$ cat src/rtl/dht11_transceiver.sv
// dht11_transceiver: single-wire host controller for DHT11-class sensors.
// Ports: clock, reset (async, active-high); start (1-cycle read request);
//   read_in (raw line level from pad); direction/send_out (pad drive control);
//   busy, done, error_code (0 ok, 1 no response, 2 bit timeout, 3 checksum);
//   hum_int, hum_dec, temp_int, temp_dec, checksum (last good frame bytes).
// Option: define CHECKSUM_CHECK_EN to reject frames whose checksum byte mismatches.
module dht11_transceiver #(
  parameter int CYCLES_PER_US = 50,
  parameter int START_LOW_US = 18000,
  parameter int BIT_THRESH_US = 50,
  parameter int TIMEOUT_US = 200
) (
  input  logic       clock,
  input  logic       reset,
  input  logic       start,
  input  logic       read_in,
  output logic       direction,
  output logic       send_out,
  output logic       busy,
  output logic       done,
  output logic [1:0] error_code,
  output logic [7:0] hum_int,
  output logic [7:0] hum_dec,
  output logic [7:0] temp_int,
  output logic [7:0] temp_dec,
  output logic [7:0] checksum
);
  localparam int PW = CYCLES_PER_US > 1 ? $clog2(CYCLES_PER_US) : 1;
  typedef enum logic [2:0] {IDLE, START_LOW, RELEASE, RESP_LOW, RESP_HIGH, BIT_LOW, BIT_HIGH, FINISH} state_t;
  state_t state, state_n;
  logic [PW-1:0] presc;
  logic [15:0] us, us_n;
  logic s1, s2, prev;
  logic [5:0] bit_cnt;
  logic [38:0] shreg;
  logic [39:0] frame;
  logic [1:0] err_n;
  logic tick, fall, rise, timeout, start_done, bit_v, sum_bad;
  assign tick = presc == PW'(CYCLES_PER_US - 1);
  assign us_n = (tick && us != 16'hffff) ? us + 16'd1 : us;
  // Limits compare against the post-increment count so a phase lasts exactly N us from entry.
  assign timeout = us_n >= 16'(TIMEOUT_US);
  assign start_done = us_n >= 16'(START_LOW_US);
  assign fall = prev & ~s2;
  assign rise = ~prev & s2;
  assign bit_v = us > 16'(BIT_THRESH_US);
  assign frame = {shreg, bit_v};
`ifdef CHECKSUM_CHECK_EN
  assign sum_bad = (frame[39:32] + frame[31:24] + frame[23:16] + frame[15:8]) != frame[7:0];
`else
  assign sum_bad = 1'b0;
`endif
  always_ff @(posedge clock or posedge reset)
    if (reset) state <= IDLE;
    else state <= state_n;
  always_comb begin
    state_n = state;
    err_n = 2'd0;
    direction = state == START_LOW;
    send_out = 1'b0;
    busy = state != IDLE && state != FINISH;
    done = state == FINISH;
    case (state)
      IDLE: state_n = start ? START_LOW : IDLE;
      START_LOW: state_n = start_done ? RELEASE : START_LOW;
      RELEASE: begin
        state_n = fall ? RESP_LOW : timeout ? FINISH : RELEASE;
        err_n = fall ? 2'd0 : 2'd1;
      end
      RESP_LOW: begin
        state_n = rise ? RESP_HIGH : timeout ? FINISH : RESP_LOW;
        err_n = rise ? 2'd0 : 2'd1;
      end
      RESP_HIGH: begin
        state_n = fall ? BIT_LOW : timeout ? FINISH : RESP_HIGH;
        err_n = fall ? 2'd0 : 2'd1;
      end
      BIT_LOW: begin
        state_n = rise ? BIT_HIGH : timeout ? FINISH : BIT_LOW;
        err_n = rise ? 2'd0 : 2'd2;
      end
      BIT_HIGH: begin
        state_n = fall ? (bit_cnt == 6'd39 ? FINISH : BIT_LOW) : timeout ? FINISH : BIT_HIGH;
        err_n = fall ? (sum_bad ? 2'd3 : 2'd0) : 2'd2;
      end
      FINISH: state_n = IDLE;
    endcase
  end
  always_ff @(posedge clock or posedge reset)
    if (reset) begin
      {s1, s2, prev} <= 3'b111;
      presc <= '0;
      us <= '0;
      bit_cnt <= '0;
      shreg <= '0;
      error_code <= '0;
      {hum_int, hum_dec, temp_int, temp_dec, checksum} <= '0;
    end else begin
      {s1, s2, prev} <= {read_in, s1, s2};
      presc <= (state_n != state || tick) ? '0 : presc + PW'(1);
      us <= state_n != state ? '0 : us_n;
      if (state == RESP_HIGH && fall) bit_cnt <= '0;
      if (state == BIT_HIGH && fall) begin
        shreg <= frame[38:0];
        bit_cnt <= bit_cnt + 6'd1;
      end
      if (state_n == FINISH) begin
        error_code <= err_n;
        if (err_n == 2'd0) {hum_int, hum_dec, temp_int, temp_dec, checksum} <= frame;
      end
    end
endmodule
$ cat config.mk
export PLATFORM = sky130hd
export DESIGN_NAME = dht11_transceiver
export DESIGN_NICKNAME = d
export VERILOG_FILES = /design/src/rtl/dht11_transceiver.sv
export SDC_FILE = /design/constraint.sdc
export NUM_CORES = 1
export LEC_CHECK = 0
export ABC_AREA = 1
export BUFFER_PORTS_ARGS = -buffer_cell sky130_fd_sc_hd__buf_2
export CAP_MARGIN = 5
export CELL_PAD_IN_SITES_DETAIL_PLACEMENT = 1
export CELL_PAD_IN_SITES_GLOBAL_PLACEMENT = 1
export CORE_MARGIN = 1
export CORE_UTILIZATION = 45
export DETAILED_ROUTE_END_ITERATION = 10
export GPL_TIMING_DRIVEN = 0
export PLACE_DENSITY_LB_ADDON = 0.25
export SLEW_MARGIN = 15
export SYNTH_ARGS = -nofsm -noshare
export SYNTH_HDL_FRONTEND = slang
export SYNTH_SLANG_ARGS = --single-unit
$ cat constraint.sdc
create_clock -name clock -period 4.95 [get_ports clock]
set_input_delay 0.7425 -clock clock [delete_from_list [all_inputs] [get_ports clock]]
set_output_delay 0.7425 -clock clock [all_outputs]
set_load 0.01 [all_outputs]
==> reports/results.tsv, run 1 <==
metric	value	unit
status	finished, final reports clean	
CP Cell Sequence	ha_1 > inv_1 > nor2_4 > nand2_4 > inv_1 > nand2_1 > nand2_4 > nand2_1 > o21ai_0 > nor2_1 > nand2_1 > nand2_1 > nand2_1 > nand3_1 > nand2_1 > inv_1 > nand2_1 > clkbuf_1 > nand4_1 > nand2_1	
IO Port Bufs	48	
synth warn	0	
Reg2Reg Depth	20	
CP Buf/Inv Count	4	
Crit path max-delay family	simple AND/OR/NAND/NOR gates	
Core Area	12100	um^2
Mapped Nets	688	
crit path kind	reg2reg	
cts hold-fix bufs	0	
Clock Tree Root	clkbuf_16	
mux cell area share after synthesis	0	
Slew Limit Fails	0	
period utilization	0.693	
Max clock buf depth	2	
Final setup viols	0	
pin count of the biggest net entering global routing	63	
Clock power frac	0.491	
Rel. slew slack	0.522	
Starting Density	0.465	
Post-Synth XOR/XNOR Area	0.0172	
maximum clock frequency	291	MHz
layout overhead on the synthesized area	18.3	%
internal power	1.71	mW
Clock Latency Late Sink	420	ps
hold endpoint	s2	
Synth Flop Type	dfrtp_1	
Remaining Overflow, GRT	0	
via/cell ratio	5.32	
fraction of layout cells with a size suffix above 1	0.174	
Post-synth EDFFs	0	
Mapped Cells	679	
cell area power density	346	nW/um^2
Post-route DRC	0	
Max-cap violations	0	
Detail Route Antenna Nets	0	
Crit-path slowest cell	clkbuf_1	
crit start category	flop	
minimum clock period	3430	ps
Worst-Margin Slew	712	ps
Cell variety after synth	39	
worst-path fanout max	10	
# rows	40	
Worst EP arrival	3780	ps
Synth top area share	0.500	
r2r startpoint	us[0]	
via count	4933	
Hold Crit Start	s1	
pre-CTS WS	1630	ps
post-synthesis sequential area ratio	0.514	
CTS Buf Count	17	
setup TNS	0	ps
reg-to-reg slack, setup	1520	ps
RSZ-0062 raised after global routing	false	
CP Capture Type	flop	
Synth async-reset ratio	1.00	
Final WS setup	1520	ps
drt initial violations	221	
sw frac	0.255	
setup bufs post-CTS	0	
first-pass GRT wire length	26.7	mm
static leakage	3.56	nW
post-DP HPWL	10.6	mm
Synth Cell Area	5610	um^2
Hold Path Stages	0	
CP required	5290	ps
count of final hold-check violations	0	
max incr delay on CP	480	ps
Final Power	2.29	mW
Hold Path Class	reg2reg	
Die Wd	114	um
combinational share of power	0.081	
post-synthesis adder-cell area fraction	0.0112	
net switching power	584	uW
detailed-route wire length	15.8	mm
TritonRoute pass-1 iters	5	
clock slew seen by the registers of the worst setup and hold paths	50	ps
vias in the first global route	5319	
# diodes	0	
sequential power share	0.428	
FF-to-FF End	temp_int[0]	
post_cts resized	0	
Crit path top cell by count	nand2_1	
initial antenna violation count	0	
Final Skew	7.80	ps
DR WL/cell	17.0	um
cell taking the most area after synthesis	dfrtp_1	
largest vdd supply drop	0.000251	V
Synth Area in Compound Gates	0.0310	
simple-gate share of the synthesized area	0.368	
I/O Pins	50	
CTS tree	done	
CTS Sinks	115	
syn_area_per_cell	8.26	um^2
Fill cells	1495	
die area	12900	um^2
register bit total from synthesis	115	
Die Ht	114	um
main combinational cell family by area after synthesis	simple AND/OR/NAND/NOR gates	
gr usage total	0.268	
H-tree depth	4	
Placer Congestion	0.878	
top post-synthesis cells by area	dfrtp_1 50%, nand2_1 18%, nand4_1 5.2%	
nets@finish	756	
[layer usage]
layer  global-route usage  wire (um)  up-vias
met5                    0          0        -
met4                0.104        269        0
met3               0.0515        469       25
met2                0.465       8130       89
met1                0.331       6890     2477
li1                     -          -     2342
[power by group through the flow]
stage	clock network (mW)	logic (mW)	registers, mW
4_1_cts	1.14	0.189	0.982
3_3_place_gp	0	0.177	0.996
3_5_place_dp	0	0.188	0.998
6_report	1.13	0.186	0.982
2_1_floorplan	0	0.132	0.992
5_1_grt	1.18	0.210	0.985
[cell usage after synthesis, types with 2 or more instances]
master,number
a21oi_1,8
and2_1,2
buf_1,2
buf_2,7
buf_6,5
clkbuf_1,13
dfrtp_1,112
dfstp_2,3
ha_1,5
inv_1,41
nand2_1,271
nand2_2,14
nand2_4,3
nand3_1,25
nand3_2,4
nand3b_1,2
nand4_1,47
nor2_1,40
nor2_2,3
nor2_4,6
nor3_1,13
nor3_2,3
nor3b_1,6
nor4_1,4
o21ai_0,14
o21ai_1,2
o22ai_1,3
xnor2_1,3
xor2_1,8
[layout by cell type (no fill, tap or decap), drive strengths merged]
cell	instances
buf	65
dfrtp	112
o21ai	17
nand2	288
clkbuf	36
clkinvlp	2
inv	41
bufinv	1
o2111ai	1
nand3	30
a21oi	9
nand3b	2
and2	2
conb	1
ha	5
dfstp	3
or2	1
clkinv	6
xor2	8
xnor2	3
nor3	16
o22ai	3
nor3b	7
nand4	47
nor4	4
o32ai	1
nor2	49
[cell families after synthesis]
kind of cell | after synthesis
AND/OR/NAND/NOR | 446
AO/OA/AOI/OAI | 31
other | 1
XOR/XNOR | 11
flip-flops | 115
buffers and inverters | 70
adder cells (fa/ha/maj) | 5
[how the worst max path moves through the flow]
stage / startpoint / to / slack [ps] / cells past startpoint
5_1_grt: us[0] / temp_dec[1] / 1170 / 20
6_report: us[0] / temp_int[0] / 1520 / 20
2_1_floorplan: reset / bit_cnt[0] / 1170 / 1
3_3_place_gp: reset / presc[2] / -150 / 2
3_5_place_dp: us[0] / temp_dec[2] / 1630 / 20
4_1_cts: us[0] / temp_int[0] / 1500 / 20
[per-stage QoR]
step,util,hold WS [ps],cells,area (um^2)
floorplan,-,345,679,5610
global placement,0.502,346,895,6060
detailed placement,0.505,347,896,6090
CTS,0.550,355,928,6630
global route,0.550,359,928,6630
finish,0.550,353,928,6630
[flip-flops by register name, summed over array words and instances (netlist names)]
register	flops
temp_dec	8
state	3
s2	1
hum_int	8
presc	6
hum_dec	8
us	16
temp_int	8
bit_cnt	6
error_code	2
shreg	39
s1	1
prev	1
checksum	8
[worst reg2reg max path, cell delays in order (launching register included)]
cell      delay [ps]
dfrtp_1          450
ha_1             290
inv_1            110
nor2_4           190
nand2_4          100
inv_1             60
nand2_1           90
nand2_4          140
nand2_1           70
o21ai_0          120
nor2_1            70
nand2_1           70
nand2_1           90
nand2_1          100
nand3_1           70
nand2_1          100
inv_1             60
nand2_1          320
clkbuf_1         490
nand4_1          230
nand2_1          140
[cell type report]
cell class / count / area, um^2 / area share
clock inverter: 9 / 82.6 / 0.0125
buffer: 29 / 170 / 0.0257
clock buffer: 23 / 458 / 0.0691
tap: 168 / 210 / 0.0317
sequential: 115 / 2880 / 0.435
multi-input combinational: 494 / 2400 / 0.362
timing repair buffer: 49 / 268 / 0.0404
inverter: 41 / 159 / 0.0240
No activity file was read; power rests on OpenSTA's default activity.
==> run 2: changes to the inputs <==
--- a/config.mk
+++ b/config.mk
@@ -5,13 +5,13 @@
 export SDC_FILE = /design/constraint.sdc
 export NUM_CORES = 1
 export LEC_CHECK = 0
-export ABC_AREA = 1
+export ABC_AREA = 0
 export BUFFER_PORTS_ARGS = -buffer_cell sky130_fd_sc_hd__buf_2
 export CAP_MARGIN = 5
 export CELL_PAD_IN_SITES_DETAIL_PLACEMENT = 1
 export CELL_PAD_IN_SITES_GLOBAL_PLACEMENT = 1
 export CORE_MARGIN = 1
-export CORE_UTILIZATION = 45
+export CORE_UTILIZATION = 48
 export DETAILED_ROUTE_END_ITERATION = 10
 export GPL_TIMING_DRIVEN = 0
 export PLACE_DENSITY_LB_ADDON = 0.25
==> constraint.sdc (replaced) <==
create_clock -name clock -period 3.5 [get_ports clock]
set_input_delay 0.525 -clock clock [delete_from_list [all_inputs] [get_ports clock]]
set_output_delay 0.525 -clock clock [all_outputs]
set_load 0.01 [all_outputs]
==> reports/results.tsv, run 2 <==
metric	value	unit
# rows	39	
register bit total from synthesis	115	
top post-synthesis cells by area	dfrtp_1 50%, mux2_4 11%, mux2_2 8.0%	
via/cell ratio	5.73	
Core Area	11400	um^2
gr usage total	0.242	
DP Area	6140	um^2
synth warn	0	
commonest cells in the netlist	112 x dfrtp_1, 40 x mux2_2, 40 x mux2_4	
Starting Density	0.493	
CP Cell Sequence	buf_2 > and4_1 > nand4_4 > nand2_2 > mux2_1 > or4_1 > nand4_1 > a31oi_1 > a21oi_1 > a21o_1 > buf_4 > o21ba_2	
Mapped Cells	461	
Final WS setup	109	ps
Worst-Margin Slew	605	ps
Max clock buf depth	2	
Mapped Nets	470	
Post-route DRC	0	
minimum clock period	3390	ps
DR WL/cell	20.1	um
pin count of the biggest net entering global routing	32	
first-pass GRT wire length	21.9	mm
H-tree depth	4	
mux cell area share after synthesis	0.193	
# diodes	0	
crit start category	flop	
worst-path fanout max	10	
Post-synth EDFFs	0	
Die Wd	110	um
most common cell in the netlist	dfrtp_1	
Synth async-reset ratio	1.00	
multi-input logic area	2640	um^2
largest vdd supply drop	0.000408	V
cts hold-fix bufs	0	
Die Ht	110	um
Final Skew	8.81	ps
post-synthesis sequential area ratio	0.512	
CP Capture Type	flop	
FF-to-FF End	us[3]	
Max-cap violations	0	
simple-gate share of the synthesized area	0.149	
Reg with most FFs	shreg	
Hold Path Class	in2async	
via count	3991	
drt initial violations	159	
WHS	109	ps
CTS tree	done	
CTS Sinks	115	
Synth Flop Type	dfrtp_1	
I/O Pins	50	
status	finished, final reports clean	
post-DP HPWL	8.90	mm
Clock Latency Late Sink	420	ps
Synth top area share	0.498	
Reg2Reg Depth	12	
Synth Cell Area	5630	um^2
TritonRoute pass-1 iters	4	
Post-Synth XOR/XNOR Area	0.0327	
Slew Limit Fails	0	
max reg flops	39	
syn_area_per_cell	12.2	um^2
Synth Area in Compound Gates	0.0694	
Rel. slew slack	0.597	
top flop regs	shreg (39), us (16)	
reg-to-reg slack, setup	110	ps
commonest non-fill, non-tap cell in the layout	dfrtp_1	
vias in the first global route	4131	
CTS Buf Count	17	
Placer Congestion	0.855	
cell taking the most area after synthesis	dfrtp_1	
Final setup viols	0	
fraction of layout cells with a size suffix above 1	0.403	
clock slew seen by the registers of the worst setup and hold paths	50	ps
most frequent cells in the layout	110 x dfrtp_1, 61 x buf_2, 40 x mux2_2, 40 x mux2_4, 30 x nor2_1	
Cell variety after synth	67	
max incr delay on CP	520	ps
Remaining Overflow, GRT	0	
layout overhead on the synthesized area	21.8	%
cell area power density	440	nW/um^2
IO Port Bufs	48	
Crit-path slowest cell	or4_1	
initial antenna violation count	0	
post-synthesis adder-cell area fraction	0.0111	
die area	12200	um^2
CP required	3800	ps
pre-CTS WS	-280	ps
Final Instance Area	6860	um^2
nets@finish	553	
FF+latch area	2880	um^2
period utilization	0.969	
DP Cell Count	656	
Detail Route Antenna Nets	0	
count of final hold-check violations	0	
Clock Tree Root	clkbuf_16	
maximum clock frequency	295	MHz
main combinational cell family by area after synthesis	multiplexers	
Final Non-Filler Cells	697	
Fill cells	1172	
Worst EP arrival	3690	ps
static leakage	3.26	nW
crit path kind	reg2reg	
r2r startpoint	us[9]	
detailed-route wire length	14.0	mm
==> run 2: changes by cell type after synthesis, moves of 6 or more <==
| cell | change |
|---|---|
| nand2_1 | -248 |
| mux2_2 | +40 |
| mux2_4 | +40 |
| nand4_1 | -38 |
| inv_1 | -35 |
| nand2_2 | -14 |
| nor2_1 | -9 |
| xnor2_1 | +9 |
| buf_2 | +7 |
| clkbuf_1 | -7 |
| and3_1 | +6 |
| nand3_1 | -6 |
==> run 2: kinds of logic (layout without fill, tap and decap cells) <==
group	Yosys count	in the layout
multiplexers	83	83
AND/OR/NAND/NOR	147	147
XOR/XNOR	21	21
adder cells (fa/ha/maj)	5	5
AO/OA/AOI/OAI	54	54
buffers and inverters	35	128
flip-flops	115	115
other	1	1
==> run 2: worst max path at each step <==
stage               start          end  slack, ps
detailed placement  us[1]        us[3]       -280
finish              us[9]        us[3]        110
floorplan           us[1]  checksum[0]        340
CTS                 us[1]  temp_dec[4]          4
global placement    us[1]        us[3]       -230
global route        us[5]  temp_dec[4]        -60
==> run 2: cell type report <==
type	instances	share of cell area
Tap cell	143	0.0261
Timing Repair Buffer	64	0.0609
Buffer	28	0.0232
Sequential cell	115	0.421
Clock inverter	10	0.0166
Clock buffer	19	0.0631
Multi-Input combinational cell	311	0.385
Inverter	7	0.00438
==> run 2: layer usage <==
layer | share of wire | wire [um] | GRT usage | up-vias
met2 | 0.51 | 7210 | 0.405 | 78
met1 | 0.43 | 6040 | 0.304 | 2058
met5 | 0 | 0 | 0 | -
li1 | - | - | - | 1831
met4 | 0.017 | 238 | 0.0724 | 0
met3 | 0.037 | 520 | 0.0658 | 24
==> run 2: repair_timing <==
action                                  CTS  global route
buffers inserted                          2            10
pin swaps                                 1             7
resized for setup                         8             9
endpoints found under the setup margin   62            62
==> run 2: worst max-delay path, delay by kind of cell (launching register included) <==
kind,cells,cell delay (ps)
AOI/OAI and AO/OA,4,700
DFF,1,350
buffers and inverters,2,460
muxes,1,350
and+or+nand+nor,5,1410
==> run 2: through the flow <==
step,total power [mW],util,TNS (ps)
final,3.02,0.600,0
after detailed placement,1.41,0.538,-13240
after global placement,1.39,0.530,-10130
after CTS,3.04,0.590,0
after global routing,3.10,0.600,-1700
after floorplan,1.38,-,0
==> run 2: where the power goes <==
group          total [mW]  leakage [nW]  internal, mW  switching (mW)
sequential           1.34          1.52          1.33         0.00128
combinational      0.0462          1.48        0.0137          0.0325
clock                1.64         0.257          1.03           0.608
total                3.02          3.26          2.38           0.642
==> run 3: changes to the inputs <==
--- a/config.mk
+++ b/config.mk
@@ -15,6 +15,7 @@
 export DETAILED_ROUTE_END_ITERATION = 10
 export GPL_TIMING_DRIVEN = 0
 export PLACE_DENSITY_LB_ADDON = 0.25
+export REMOVE_ABC_BUFFERS = 1
 export SLEW_MARGIN = 15
 export SYNTH_ARGS = -nofsm -noshare
 export SYNTH_HDL_FRONTEND = slang
==> reports/results.tsv, run 3 (synthesis results as in run 2) <==
metric	value	unit
status	finished, final reports clean	
internal power	2.51	mW
crit path kind	reg2reg	
via/cell ratio	5.70	
Clock Latency Late Sink	410	ps
vias in the first global route	3872	
Crit path top cell by count	nor4_4	
Final Non-Filler Cells	677	
Slew Limit Fails	0	
most frequent cells in the layout	103 x dfrtp_1, 48 x buf_2, 40 x mux2_2, 40 x mux2_4, 30 x nor2_1	
I/O Pins	50	
Fill cells	1150	
WHS	136	ps
nets@finish	532	
maximum clock frequency	287	MHz
Crit-path slowest cell	dfrtp_1	
drt initial violations	222	
CP Cell Sequence	inv_2 > ha_4 > nand4b_1 > nor4_4 > mux2i_2 > o21ai_2 > nor4_4 > a21oi_2 > o2111a_2 > a211oi_4 > buf_6 > nor2_4 > buf_12 > mux2_4	
gr usage total	0.223	
Starting Density	0.493	
Rel. slew slack	0.609	
Die Wd	110	um
GR Layer Usage met2	0.375	
clock slew seen by the registers of the worst setup and hold paths	50	ps
Die Ht	110	um
setup TNS	0	ps
# diodes	0	
CTS Sinks	115	
Post-route DRC	0	
die area	12200	um^2
Worst EP arrival	3780	ps
crit start category	flop	
Final setup viols	0	
IO Port Bufs	48	
Max-cap violations	0	
net switching power	617	uW
CP required	3800	ps
minimum clock period	3490	ps
# rows	39	
cts hold-fix bufs	0	
fraction of layout cells with a size suffix above 1	0.427	
grt met1 use	0.278	
Hold Path Class	in2async	
H-tree depth	4	
max incr delay on CP	400	ps
Reg with most FFs	shreg	
Final Instance Area	6910	um^2
gr busiest metal	met2	
combinational share of power	0.012	
via count	3858	
Placer Congestion	0.809	
Final Skew	9.40	ps
Final Power	3.12	mW
CTS tree	done	
final core occ	0.605	
largest vdd supply drop	0.000573	V
RSZ-0062 raised after global routing	true	
Worst-Margin Slew	586	ps
pre-CTS WS	-785	ps
static leakage	3.25	nW
sequential power share	0.428	
TritonRoute pass-1 iters	4	
detailed-route wire length	13.1	mm
Core Area	11400	um^2
Remaining Overflow, GRT	0	
max reg flops	39	
DR WL/cell	19.3	um
GR Util met3	0.0647	
Clock Tree Root	clkbuf_16	
Max clock buf depth	2	
first-pass GRT wire length	20.3	mm
sw frac	0.198	
Final WS setup	13.1	ps
cell area power density	452	nW/um^2
initial antenna violation count	0	
count of final hold-check violations	0	
Clock power frac	0.560	
top flop regs	shreg (39), us (16)	
CP Capture Type	flop	
DP Area	5980	um^2
CTS Buf Count	17	
worst-path fanout max	10	
period utilization	0.996	
Detail Route Antenna Nets	0	
DP Cell Count	627	
commonest non-fill, non-tap cell in the layout	dfrtp_1	
pin count of the biggest net entering global routing	70	
layout overhead on the synthesized area	22.7	%
post-DP HPWL	7.84	mm
run 3: changes by cell type in the layout (fill, tap and decap cells not counted), moves of 3 or more:
| cell | change |
|---|---|
| buf_1 | -3 |
| buf_2 | -13 |
| clkbuf_1 | -7 |
| clkbuf_8 | +3 |
| clkinvlp_4 | -4 |
| dfrtp_1 | -7 |
| dfrtp_2 | +7 |
run 3: worst max-delay path: cells and delay by family, from the launching register on:
family	cells	cell delay [ps]
and+or+nand+nor	4	930
AOI/OAI and AO/OA	4	900
muxes	2	590
buffers and inverters	3	410
DFF	1	400
adders and majority gates	1	130
run 3: layout make-up:
type	count	area, um^2	area share
repair buffers	70	507	0.0734
clock inverters	9	130	0.0188
flip-flops and latches	115	2890	0.419
multi-input cells	312	2700	0.391
inverters	7	31.3	0.00453
clock buffers	21	470	0.0681
well taps	143	179	0.0259
run 3: power groups by stage:
stage	logic, mW	registers (mW)	clock network, mW
floorplan	0.0233	1.36	0
global placement	0.0333	1.36	0
detailed placement	0.0386	1.36	0
CTS	0.0388	1.34	1.78
global route	0.0446	1.33	1.84
finish	0.0373	1.34	1.75
run 3: path summary, 6_finish.rpt:
kind,from,endpoint,cells past startpoint,slack [ps]
max,presc[1],temp_int[3],14,10
max reg2reg,presc[1],temp_int[3],14,10
min in group clock,read_in,s1,1,210
max in group asynchronous,reset,us[9],3,2650
min,reset,shreg[18],2,140
min reg2reg,s1,s2,0,350
run 3: metal layers:
layer / vias to the layer above / routed length [um]
li1: 1791 / -
met1: 1972 / 5700
met2: 80 / 6700
met3: 15 / 486
met4: 0 / 171
met5: - / 0
run 3: timing repair:
item | CTS | global route
setup buffers | 3 | 14
gates resized for setup | 16 | 22
pin swaps | 4 | 11
gates cloned | 1 | 2
endpoints found under the setup margin | 64 | 64
